`config.mk`:
```
export PLATFORM = sky130hd
export DESIGN_NAME = alu_arbiter
export DESIGN_NICKNAME = d
export VERILOG_FILES = /design/src/rtl/alu_arbiter.sv
export SDC_FILE = /design/constraint.sdc
export NUM_CORES = 1
export LEC_CHECK = 0
export ABC_AREA = 1
export CAP_MARGIN = 20
export CORE_MARGIN = 5
export CORE_UTILIZATION = 49
export DETAILED_ROUTE_END_ITERATION = 10
export GPL_TIMING_DRIVEN = 0
export PLACE_DENSITY = 0.79
export SLEW_MARGIN = 20
export SYNTH_ARGS = -nofsm -noshare
export SYNTH_HDL_FRONTEND = slang
export SYNTH_SLANG_ARGS = --single-unit
```
`constraint.sdc`:
```
create_clock -name clk -period 1.95 [get_ports clk]
set_input_delay 0.585 -clock clk [delete_from_list [all_inputs] [get_ports clk]]
set_output_delay 0.585 -clock clk [all_outputs]
set_load 0.005 [all_outputs]
```
`src/rtl/alu_arbiter.sv`:
```
// rtl/alu_arbiter.sv - round-robin arbiter sharing one ALU between two requesters
module alu_arbiter #(
    parameter int WIDTH = 4
) (
    input  logic             clk,
    input  logic             rst,
    input  logic             req0_valid,
    output logic             req0_ready,
    input  logic [WIDTH-1:0] req0_a,
    input  logic [WIDTH-1:0] req0_b,
    input  logic [3:0]       req0_ctrl,
    input  logic             req1_valid,
    output logic             req1_ready,
    input  logic [WIDTH-1:0] req1_a,
    input  logic [WIDTH-1:0] req1_b,
    input  logic [3:0]       req1_ctrl,
    output logic             rsp_valid,
    input  logic             rsp_ready,
    output logic             rsp_id,
    output logic [WIDTH-1:0] rsp_result,
    output logic [3:0]       rsp_flags,
    output logic [7:0]       op_count
);

    localparam int MSB = WIDTH - 1;

    typedef enum logic [1:0] {
        IDLE = 2'd0,
        EXEC = 2'd1,
        RESP = 2'd2
    } state_t;

    state_t           state;
    state_t           state_nxt;
    logic             last_grant;
    logic             grant_id;
    logic             grant_any;
    logic             accept;
    logic [WIDTH-1:0] a_q;
    logic [WIDTH-1:0] b_q;
    logic [3:0]       ctrl_q;
    logic             id_q;
    logic [WIDTH:0]   alu_sum;
    logic [WIDTH:0]   alu_diff;
    logic [WIDTH-1:0] alu_res;
    logic             alu_c;
    logic             alu_v;
    logic [3:0]       alu_flags;

    // Grant selection: a lone requester wins; a tie goes to whoever was not served last
    always_comb begin
        grant_any = req0_valid | req1_valid;
        if (req0_valid && req1_valid) begin
            grant_id = ~last_grant;
        end else begin
            grant_id = req1_valid;
        end
    end

    // Next-state and handshake outputs; everything is held quiet while rst is high
    always_comb begin
        state_nxt  = state;
        req0_ready = 1'b0;
        req1_ready = 1'b0;
        rsp_valid  = 1'b0;
        if (!rst) begin
            case (state)
                IDLE: begin
                    if (grant_any) begin
                        req0_ready = ~grant_id;
                        req1_ready = grant_id;
                        state_nxt  = EXEC;
                    end
                end
                EXEC: state_nxt = RESP;
                RESP: begin
                    rsp_valid = 1'b1;
                    if (rsp_ready) begin
                        state_nxt = IDLE;
                    end
                end
                default: state_nxt = IDLE;
            endcase
        end
    end

    // State register
    always_ff @(posedge clk) begin
        if (rst) begin
            state <= IDLE;
        end else begin
            state <= state_nxt;
        end
    end

    // Shared ALU on the captured operands; unknown codes fall through to result 0 (Z only)
    always_comb begin
        alu_sum  = {1'b0, a_q} + {1'b0, b_q};
        alu_diff = {1'b0, a_q} - {1'b0, b_q};
        alu_res  = '0;
        alu_c    = 1'b0;
        alu_v    = 1'b0;
        case (ctrl_q)
            4'd8: begin
                alu_res = alu_sum[MSB:0];
                alu_c   = alu_sum[WIDTH];
                alu_v   = (a_q[MSB] == b_q[MSB]) && (alu_res[MSB] != a_q[MSB]);
            end
            4'd9: begin
                alu_res = alu_diff[MSB:0];
                alu_c   = ~alu_diff[WIDTH];
                alu_v   = (a_q[MSB] != b_q[MSB]) && (alu_res[MSB] != a_q[MSB]);
            end
            4'd10:   alu_res = a_q & b_q;
            4'd11:   alu_res = a_q | b_q;
            4'd12:   alu_res = a_q ^ b_q;
            default: alu_res = '0;
        endcase
        alu_flags = {alu_res[MSB], (alu_res == '0), alu_c, alu_v};
    end

    assign accept = (req0_ready && req0_valid) || (req1_ready && req1_valid);

    // Operand capture, result/flag registration and response bookkeeping
    always_ff @(posedge clk) begin
        if (rst) begin
            a_q        <= '0;
            b_q        <= '0;
            ctrl_q     <= 4'd0;
            id_q       <= 1'b0;
            rsp_id     <= 1'b0;
            rsp_result <= '0;
            rsp_flags  <= 4'd0;
            op_count   <= 8'd0;
            last_grant <= 1'b1;
        end else begin
            if (accept) begin
                a_q    <= grant_id ? req1_a : req0_a;
                b_q    <= grant_id ? req1_b : req0_b;
                ctrl_q <= grant_id ? req1_ctrl : req0_ctrl;
                id_q   <= grant_id;
            end
            if (state == EXEC) begin
                rsp_id     <= id_q;
                rsp_result <= alu_res;
                rsp_flags  <= alu_flags;
            end
            if (rsp_valid && rsp_ready) begin
                op_count   <= op_count + 8'd1;
                last_grant <= rsp_id;
            end
        end
    end

endmodule

```
==> metrics.md, run 1 <==
| Metric | Value |
|---|---|
| Main synth FF type | dfxtp_1 |
| Synthesized Nets | 327 |
| Via count | 2047 |
| Clock Tree Buf Depth | 2 |
| Worst Setup Start Kind | input pin |
| Max Freq | 521 MHz |
| CP max stage delay | 0.24 ns |
| Critical path endpoint category | output port |
| Clock Latency Late Sink | 0.29 ns |
| Die Width | 73.8 um |
| Max Slew Vio Count | 0 |
| Flops & latches, synth | 32 |
| CP Max Fanout | 7 |
| Dpl ws | -1.00 ns |
| CTS Buf Count | 5 |
| Vias in the first global route | 1938 |
| Clock tree from TritonCTS | done |
| CP Cell Sequence | dlygate4sd2_1 -> nor2_2 -> nor2_4 -> inv_4 -> nor2_4 -> buf_2 |
| Clk pwr share | 0.328 |
| Status | finished clean |
| Static Leak | 1.25 nW |
| Overall Global Routing Usage | 0.207 |
| Synthesized cell area | 1990 um^2 |
| Worst Max-Slew Pin Slew | 0.504 ns |
| Final setup TNS | 0 ns |
| Synth top area cells | dfxtp_1, nand2_1, ha_1 |
| Sw Share | 0.306 |
| Die Area | 5450 um^2 |
| Sequential Area | 643 um^2 |
| Initial DRC count | 146 |
| Area of the multi-input gates | 1180 um^2 |
| Core footprint | 3970 um^2 |
| CTS root buffer | clkbuf_8 |
| Initial antenna violation count | 0 |
| Pwr Density | 696 nW/um^2 |
| Initial core utilization | 0.502 |
| Nets | 394 |
| Total wire length | 5.20 mm |
| IO Port Bufs | 48 |
| Fin. Hold Viols | 0 |
| CP bufs+invs | 3 |
| Synth async-reset ratio | 0 |
| RSZ-0062 raised after global routing | yes |
| Worst-path clk slew | 0.07 ns |
| Post-synth EDFFs | 0 |
| Antenna cells | 0 |
| Int Pwr | 0.00135 W |
| Ports | 49 |
| Commonest non-fill, non-tap cells in the layout | nand2_1, clkdlybuf4s50_1, inv_1 |
| Drt pass-1 iters | 5 |
| Final setup fails | 0 |
| Routability cong. | 0.836 |
| Global route overflow | 0 |
| Sw Pwr | 0.000592 W |
| Critical Path AT | 1.33 ns |
| Num rows | 23 |
| Hold buffers post-CTS | 0 |
| Most common cell after layout, fill and taps aside | nand2_1 |
| HP Start | rsp_flags[2]$_SDFFE_PP0N_ |
| Period utilisation layout | 0.984 |
| Layout cell share with drive strength beyond 1 | 0.177 |
| Post-detail-place hpwl | 3.89 mm |
| Post-DRT Antenna Nets | 0 |
| Clock H-tree levels | 2 |
| Worst path required time | 1.36 ns |
| WHS | 0.474 ns |
| Fin area | 2780 um^2 |
| Worst r2r src | a_q[0]$_SDFFE_PP0P_ |
| Worst hold path class | flip-flop to flip-flop |
| Yosys top cell by area | dfxtp_1 |
| Slew HR | 0.664 |
| Most used cell, CP | nor2_4 |
| Synth top area share | 0.321 |
| Number of library cell types mapped by synthesis | 36 |
| Cells after Synth | 283 |
| DRC viols | 0 |
| Pin count of the biggest net entering global routing | 11 |
| Ys Warns | 0 |
| Avg Synthesized Cell Area | 7.05 um^2 |
| Drt via density | 5.10 |
| Synthesis-to-finish area growth | 39.5% |
| Comb power frac | 0.281 |
| DP Area | 2540 um^2 |
| Num Clock Sinks | 32 |
| Worst setup path start | req1_valid |
| Critical path class | input pin to output port |
| Final worst slack | 0.0305 ns |
| Routed len/inst | 13.0 um |
| Maximum vdd drop | 0.000456 V |
| Post-synthesis sequential area ratio | 0.321 |
| Global-route wire length before repair | 8.65 mm |
| Max-Cap Viols | 0 |
| Fillers | 329 |
| Die Y | 73.8 um |
| Minimum clock period after layout | 1.92 ns |
| Kind of cell adding the most delay to the critical path | buffers and inverters |
| Slowest-stage cell, CP | dlygate4sd2_1 |
| Sequential Power Share | 0.391 |
| Final Skew | 0.0102 ns |
## through the flow
| step | util | std cells | power, W |
|---|---|---|---|
| global placement | 0.639 | 381 | 0.00124 |
| floorplan | - | 283 | 0.00106 |
| detailed placement | 0.639 | 381 | 0.00125 |
| CTS | 0.691 | 398 | 0.00192 |
| global route | 0.701 | 401 | 0.00206 |
| finish | 0.701 | 401 | 0.00194 |
## Yosys cell counts (2+ instances only)
cell type and number:
nand2_1 56, nor2_4 3, o32ai_1 7, nand3b_1 2, a21oi_1 8, clkbuf_1 2, o211ai_1 4, nor3_1 5
dfxtp_1 32, nand3_1 24, ha_1 13, buf_2 4, fa_1 2, a31oi_1 3, nor2_1 34, inv_2 3
inv_1 42, nor2_2 5, o21ai_0 17
## kinds of logic after synthesis
kind of cell	synth area share
simple gates	0.322
buf+inv	0.110
compound gates	0.136
flops	0.321
fa+ha+maj	0.102
xor+xnor	0.00878
## area by class of cell
| cell class | count | share of cell area |
|---|---|---|
| clock inverter | 2 | 0.0126 |
| clock buffer | 6 | 0.0261 |
| tap | 50 | 0.0225 |
| multi-input combinational | 197 | 0.423 |
| sequential | 32 | 0.231 |
| buffer | 8 | 0.0189 |
| inverter | 46 | 0.0652 |
| timing repair buffer | 60 | 0.201 |
## power groups by stage
stage / sequential [W] / combinational [W] / clock (W)
global route: 0.000765 / 0.000608 / 0.000682
finish: 0.000757 / 0.000545 / 0.000635
floorplan: 0.000760 / 0.000301 / 0
detailed placement: 0.000768 / 0.000482 / 0
global placement: 0.000766 / 0.000469 / 0
CTS: 0.000754 / 0.000527 / 0.000643
## worst min-delay path, cell delays in order (launching register included)
cell and delay, ns:
dfxtp_1 0.31, nand2_1 0.06, a21oi_1 0.05
## registers in the layout (all words and copies together), names as in the netlist
signal      flops
state           2
ctrl_q          4
b_q             4
a_q             4
id_q            1
op_count        8
rsp_flags       3
rsp_id          1
last_grant      1
rsp_result      4
## path summary, 6_finish.rpt
| path | to | slack, ns | depth (start not counted) |
|---|---|---|---|
| worst max-delay path | req0_ready | 0.03 | 6 |
| worst min-delay path | rsp_flags[2]$_SDFFE_PP0N_ | 0.47 | 2 |
| worst min register to register | rsp_flags[2]$_SDFFE_PP0N_ | 0.47 | 2 |
| worst max register to register | rsp_flags[2]$_SDFFE_PP0N_ | 0.09 | 12 |
## metal layers
metal / share of wire / GRT usage / vias to the layer above
li1: - / - / 1051
met1: 0.44 / 0.261 / 926
met2: 0.50 / 0.333 / 60
met3: 0.038 / 0.0506 / 10
met4: 0.017 / 0.0926 / 0
met5: 0 / 0 / -
## what timing repair did
| action | CTS | global route |
|---|---|---|
| endpoints found under the setup margin | 4 | 5 |
| gates cloned | 0 | 0 |
| setup buffers | 9 | 3 |
| resized for setup | 33 | 8 |
| pin swaps | 5 | 7 |
Power figures use the tool's default switching activity.
==> inputs of run 2 (changes only) <==
- MAX_ROUTING_LAYER: unset -> met4
- clock period: 1.95 -> 2.1 ns (I/O delays scaled with it)
==> run 2 against run 1 <==
  * First-iteration DRC count increased by 13%
  * Critical path type unchanged
  * Core utilization decreased by 1.4 points
  * Design area decreased by 2.0%
  * Final cell count decreased by 1.0%
  * Total power decreased by 8.9%
  * Sequential power decreased by 7.4%
  * Hold slack improved by 0.0016 ns
  * Sequential share of layout area increased by 0.37 points
  * Critical endpoint is now req1_ready
  * Routed wire length decreased by 2.1%
==> metrics.md, run 2 (synthesis gave the netlist of run 1 again) <==
| Metric | Value |
|---|---|
| Status | finished clean |
| Maximum vdd drop | 0.000403 V (-12%) |
| Pin count of the biggest net entering global routing | 11 (unchanged) |
| DP Area | 2540 um^2 (unchanged) |
| Layout cell share with drive strength beyond 1 | 0.144 (-0.0325) |
| Dpl ws | -0.943 ns (+0.0600 ns) |
| CTS root buffer | clkbuf_8 |
| Max reg flops | 8 (unchanged) |
| Max-Cap Viols | 0 (unchanged) |
| Hold buffers post-CTS | 0 (unchanged) |
| CP bufs+invs | 3 (unchanged) |
| IO Port Bufs | 48 (unchanged) |
| Antenna cells | 0 (unchanged) |
| Pwr Total | 0.00177 W (-8.9%) |
| Ports | 49 (unchanged) |
| Initial core utilization | 0.502 (unchanged) |
| Initial DRC count | 165 (+13%) |
| Overall Global Routing Usage | 0.211 (+0.00392) |
| Critical Path AT | 1.41 ns (+0.08 ns) |
| Pwr Density | 647 nW/um^2 (-7.0%) |
| Drt via density | 5.17 (+1.3%) |
| Most common cell after layout, fill and taps aside | nand2_1 |
| Kind of cell adding the most delay to the critical path | buffers and inverters |
| Final worst slack | 0.0557 ns (+0.0252 ns) |
| CP Cell Sequence | dlygate4sd2_1 -> nand2_1 -> nand2_2 -> buf_6 -> nor2_4 -> buf_2 |
| Fin. Hold Viols | 0 (unchanged) |
| DRC viols | 0 (unchanged) |
| Initial antenna violation count | 0 (unchanged) |
| Synthesis-to-finish area growth | 36.8% |
| Clock Latency Late Sink | 0.29 ns (about the same) |
| Via count | 2052 (+0.24%) |
| Nets | 390 (-1.0%) |
| Worst Setup Start Kind | input pin |
| CTS Buf Count | 5 (unchanged) |
| Total wire length | 5.09 mm (-2.1%) |
| Top reg by flops | op_count |
| Period utilisation layout | 0.973 |
| Num rows | 23 (unchanged) |
| Critical path endpoint category | output port |
| Final Skew | 0.00890 ns (-0.00131 ns) |
| Fillers | 343 (+4.3%) |
| Max Freq | 489 MHz |
| Final setup TNS | 0 ns (unchanged) |
| Non-filler cells in the finished layout | 397 (-1.0%) |
| Static Leak | 1.23 nW (-1.5%) |
| Die Area | 5450 um^2 (unchanged) |
| Critical path class | input pin to output port |
| Worst path required time | 1.47 ns (+0.11 ns) |
| Max Slew Vio Count | 0 (unchanged) |
| Minimum clock period after layout | 2.04 ns |
| Worst hold path class | flip-flop to flip-flop |
| Clock H-tree levels | 2 (unchanged) |
| Die Width | 73.8 um (unchanged) |
| Placed insts | 381 (unchanged) |
| Post-detail-place hpwl | 3.89 mm (unchanged) |
| Fin area | 2730 um^2 (-2.0%) |
| Commonest non-fill, non-tap cells in the layout | nand2_1, clkdlybuf4s50_1, inv_1 |
| Worst-path clk slew | 0.07 ns (about the same) |
| Post-DRT Antenna Nets | 0 (unchanged) |
| Global route overflow | 0 (unchanged) |
| Clock tree from TritonCTS | done |
| Routability cong. | 0.849 (+1.5%) |
| Final setup fails | 0 (unchanged) |
| Slowest-stage cell, CP | dlygate4sd2_1 |
| Routed len/inst | 12.8 um (-1.1%) |
| CP max stage delay | 0.26 ns (+0.02 ns) |
| Slew HR | 0.661 (-0.00233) |
| Core footprint | 3970 um^2 (unchanged) |
| Clock Tree Buf Depth | 2 (unchanged) |
| Num Clock Sinks | 32 (unchanged) |
| Die Y | 73.8 um (unchanged) |
| Worst Max-Slew Pin Slew | 0.508 ns (+0.00350 ns) |
| Global-route wire length before repair | 8.58 mm (-0.88%) |
| CP Max Fanout | 2 (-5) |
| Vias in the first global route | 1915 (-1.2%) |
| Drt pass-1 iters | 5 (unchanged) |
| RSZ-0062 raised after global routing | no |
[run 2: timing repair]
| action | in CTS | in global routing |
|---|---|---|
| pin swaps | 4 | 0 |
| endpoints found under the hold margin | 0 | 0 |
| endpoints found under the setup margin | 3 | 1 |
| buffers inserted | 8 | 0 |
| resized for setup | 27 | 2 |
[run 2: worst paths after layout]
kind	depth (start not counted)	slack [ns]	end	startpoint
setup / recovery	6	0.06	req1_ready	req0_valid
hold / removal	2	0.48	rsp_flags[2]$_SDFFE_PP0N_	rsp_flags[2]$_SDFFE_PP0N_
setup reg to reg	12	0.15	rsp_flags[2]$_SDFFE_PP0N_	a_q[0]$_SDFFE_PP0P_
hold reg to reg	2	0.48	rsp_flags[2]$_SDFFE_PP0N_	rsp_flags[2]$_SDFFE_PP0N_
[run 2: routing by layer]
layer / up-vias / global-route usage / part of all wire
met4: 0 / 0.0885 / 0.025
met1: 934 / 0.262 / 0.44
li1: 1042 / - / -
met3: 17 / 0.0492 / 0.040
met5: - / - / 0
met2: 59 / 0.328 / 0.49
[run 2: worst register-to-register path: stages, from the launching register on]
cell and delay [ns]:
dfxtp_1 0.35, inv_1 0.09, ha_2 0.21, fa_1 0.40
nor2_1 0.14, nor2_1 0.07, nand2_1 0.07, nand2_1 0.07
nor2_2 0.14, nand2_1 0.08, nor2_1 0.10, nand2_1 0.06
a21oi_1 0.11
[run 2: power by group]
| part | switching (W) | total, W | internal [W] |
|---|---|---|---|
| Sequential | 0.0000447 | 0.000701 | 0.000656 |
| Combinational | 0.000257 | 0.000476 | 0.000219 |
| Clock | 0.000236 | 0.000588 | 0.000352 |
[run 2: layout make-up]
type,count,area [um^2],share of cell area
multi-input combinational,197,1160,0.427
sequential,32,641,0.235
timing repair buffer,56,522,0.191
inverter,46,179,0.0656
clock buffer,6,72.6,0.0266
tap,50,62.6,0.0229
buffer,8,52.6,0.0193
clock inverter,2,35.0,0.0128
[run 2: metrics by stage]
step,util,hold slack (ns)
global route,0.687,0.503
floorplan,-,0.454
global placement,0.639,0.457
CTS,0.686,0.476
detailed placement,0.639,0.462
finish,0.687,0.475
==> inputs of run 3 (changes only) <==
- CORE_UTILIZATION: 49 -> 45
- PLACE_DENSITY: 0.79 -> 0.77
- clock period: 2.1 -> 1.66 ns (I/O delays scaled with it)
==> run 3 against run 2 <==
  * The flow now finishes with violations (negative setup slack)
  * Via count up 8.8%
  * Final cell count up 5.5%
  * Die area up 7.7%
  * Critical path depth up 6
  * Flip-flop and latch count unchanged
  * Register-to-register slack worse by 0.28 ns
  * Design area up 11%
  * Sequential power up 29%
  * Setup slack worse by 0.19 ns
  * Clock skew up 0.0032 ns
  * Core utilization up 1.1 points
  * Largest cell class unchanged
  * Highest routed layer unchanged
==> metrics.md, run 3 (synthesis gave the netlist of run 1 again) <==
| Metric | Value |
|---|---|
| Status | finished with violations |
| Failing checks | negative setup slack |
| Period utilisation layout | 1.08 |
| Post-detail-place hpwl | 3.89 mm (about the same) |
| Die Width | 76.6 um (+3.8%) |
| Comb power frac | 0.327 (+0.057) |
| R2R depth | 12 (unchanged) |
| Synthesis-to-finish area growth | 51.3% |
| Hold buffers post-CTS | 0 (unchanged) |
| Placed insts | 383 (+0.52%) |
| Commonest non-fill, non-tap cells in the layout | nand2_1, inv_1, clkdlybuf4s50_1 |
| IO Port Bufs | 48 (unchanged) |
| Worst r2r src | a_q[0]$_SDFFE_PP0P_ |
| Num Clock Sinks | 32 (unchanged) |
| Fin. Hold Viols | 0 (unchanged) |
| CTS root buffer | clkbuf_8 |
| Die Y | 76.6 um (+3.8%) |
| CTS Buf Count | 5 (unchanged) |
| Maximum vdd drop | 0.000671 V (+66%) |
| Reg2reg end | rsp_flags[2]$_SDFFE_PP0N_ |
| CP Cell Sequence | inv_2 -> ha_4 -> fa_2 -> nor2_2 -> nor2_1 -> nand2_1 -> nand2_1 -> nor2_2 -> nand2_1 -> nor2_1 -> nand2_1 -> a21oi_2 |
| Critical path class | flip-flop to flip-flop |
| DRC viols | 0 (unchanged) |
| Pwr Total | 0.00230 W (+30%) |
| Post-DRT Antenna Nets | 0 (unchanged) |
| Max-Cap Viols | 0 (unchanged) |
| Static Leak | 1.44 nW (+17%) |
| Antenna cells | 0 (unchanged) |
| Minimum clock period after layout | 1.79 ns |
| Core footprint | 4320 um^2 (+8.9%) |
| Global-route wire length before repair | 9.23 mm (+7.6%) |
| Nets | 410 (+5.1%) |
| Final worst slack | -0.134 ns (-0.190 ns) |
| Drt via density | 5.33 (+3.1%) |
| Slowest-stage cell, CP | dfxtp_2 |
| Overall Global Routing Usage | 0.195 (-0.0161) |
| Int Pwr | 0.00154 W (+26%) |
| Max reg flops | 8 (unchanged) |
| Fin area | 3020 um^2 (+11%) |
| Max Slew Vio Count | 0 (unchanged) |
| Pin count of the biggest net entering global routing | 11 (unchanged) |
| Global route overflow | 0 (unchanged) |
| Worst hold path class | flip-flop to flip-flop |
| Final Skew | 0.0121 ns (+0.00318 ns) |
| Vias in the first global route | 2043 (+6.7%) |
| Clk pwr share | 0.281 (-0.052) |
| Slew HR | 0.645 (-0.0168) |
| Worst path required time | 1.89 ns (+0.42 ns) |
| Pwr Density | 762 nW/um^2 (+18%) |
| Endpoint, Worst Hold | rsp_flags[2]$_SDFFE_PP0N_ |
| R2R setup slack | -0.13 ns (-0.28 ns) |
| Routability cong. | 0.847 (-0.20%) |
| Clock Latency Late Sink | 0.29 ns (about the same) |
| CP max stage delay | 0.36 ns (+0.10 ns) |
| Worst Setup Start Kind | flip-flop |
| Ports | 49 (unchanged) |
| Critical Path AT | 2.02 ns (+0.61 ns) |
| Most common cell after layout, fill and taps aside | nand2_1 |
| Non-filler cells in the finished layout | 419 (+5.5%) |
| Layout cell share with drive strength beyond 1 | 0.316 (+0.172) |
| Worst-path clk slew | 0.08 ns (about the same) |
| Sequential Power Share | 0.392 (-0.005) |
| DP Area | 2540 um^2 (+0.30%) |
| Hold Path Stages | 2 (unchanged) |
| Max Freq | 557 MHz |
| Final setup fails | 6 (+6) |
| Num rows | 24 (+4.3%) |
| Clock Tree Buf Depth | 2 (unchanged) |
| Total wire length | 6.11 mm (+20%) |
| Clock H-tree levels | 2 (unchanged) |
| Initial core utilization | 0.461 (-0.0410) |
| CP Max Fanout | 2 (unchanged) |
| Initial antenna violation count | 0 (unchanged) |
| Sw Pwr | 0.000759 W (+41%) |
| Initial DRC count | 134 (-19%) |
| Top reg by flops | op_count |
| Via count | 2232 (+8.8%) |
| Finished Core Util | 0.698 (+0.0111) |
| HP Start | rsp_flags[2]$_SDFFE_PP0N_ |
| RSZ-0062 raised after global routing | yes |
| Worst Max-Slew Pin Slew | 0.533 ns (+0.0252 ns) |
| Routed len/inst | 14.6 um (+14%) |
| Critical path endpoint category | flip-flop |
| Clock tree from TritonCTS | done |
| Die Area | 5860 um^2 (+7.7%) |
| Sw Share | 0.330 (+0.0249) |
| Most used cell, CP | nand2_1 |
| Drt pass-1 iters | 5 (unchanged) |
## run 3: power groups by stage
stage | registers (W) | clock network (W) | logic (W)
finish | 0.000902 | 0.000646 | 0.000752
global route | 0.000910 | 0.000693 | 0.000825
CTS | 0.000896 | 0.000636 | 0.000668
detailed placement | 0.000903 | 0 | 0.000565
global placement | 0.000901 | 0 | 0.000553
floorplan | 0.000894 | 0 | 0.000355
## run 3: per-stage QoR
stage	hold slack, ns	setup WS (ns)	TNS [ns]
CTS	0.469	-0.0917	-0.228
finish	0.479	-0.134	-0.440
global placement	0.455	-1.13	-8.81
detailed placement	0.461	-1.11	-9.10
floorplan	0.454	0.0288	0
global route	0.493	-0.212	-0.978
## run 3: worst max-delay path, delay by kind of cell (launching register included)
family                   cells  cell delay [ns]
buffers and inverters        1             0.06
adder cells (fa/ha/maj)      2             0.51
flip-flops                   1             0.36
AO/OA/AOI/OAI                1             0.11
AND/OR/NAND/NOR              8             0.69
## run 3: routing by layer
metal | global-route usage | wire (um) | up-vias
met3 | 0.0426 | 350 | 16
met4 | 0.0787 | 133 | 0
met1 | 0.233 | 2490 | 1036
li1 | - | - | 1078
met5 | - | 0 | -
met2 | 0.318 | 3130 | 102
## run 3: worst max-delay path by stage
| stage | startpoint | endpoint | slack [ns] | depth (start not counted) |
|---|---|---|---|---|
| global placement | rst | req0_ready | -1.13 | 7 |
| global route | b_q[0]$_SDFFE_PP0P_ | rsp_flags[2]$_SDFFE_PP0N_ | -0.21 | 11 |
| CTS | state[1]$_SDFFE_PP0P_ | req0_ready | -0.09 | 6 |
| finish | a_q[0]$_SDFFE_PP0P_ | rsp_flags[2]$_SDFFE_PP0N_ | -0.13 | 12 |
| floorplan | a_q[0]$_SDFFE_PP0P_ | rsp_flags[2]$_SDFFE_PP0N_ | 0.03 | 11 |
| detailed placement | rst | req0_ready | -1.11 | 7 |
## run 3: repair_timing
action                                  in CTS  in global routing
endpoints found under the setup margin      28                 20
endpoints found under the hold margin        0                  0
cloned                                       1                  0
buffers inserted                            17                 10
resized for setup                           68                 30
pin swaps                                   13                 19
## run 3: area by class of cell
cell class | instances | area, um^2
fillers | 339 | 1310
multi-input cells | 197 | 1250
repair buffers | 76 | 689
flip-flops and latches | 32 | 678
inverters | 46 | 186
clock buffers | 7 | 86.3
well taps | 52 | 65.1
plain buffers | 8 | 52.6
clock inverters | 1 | 7.51
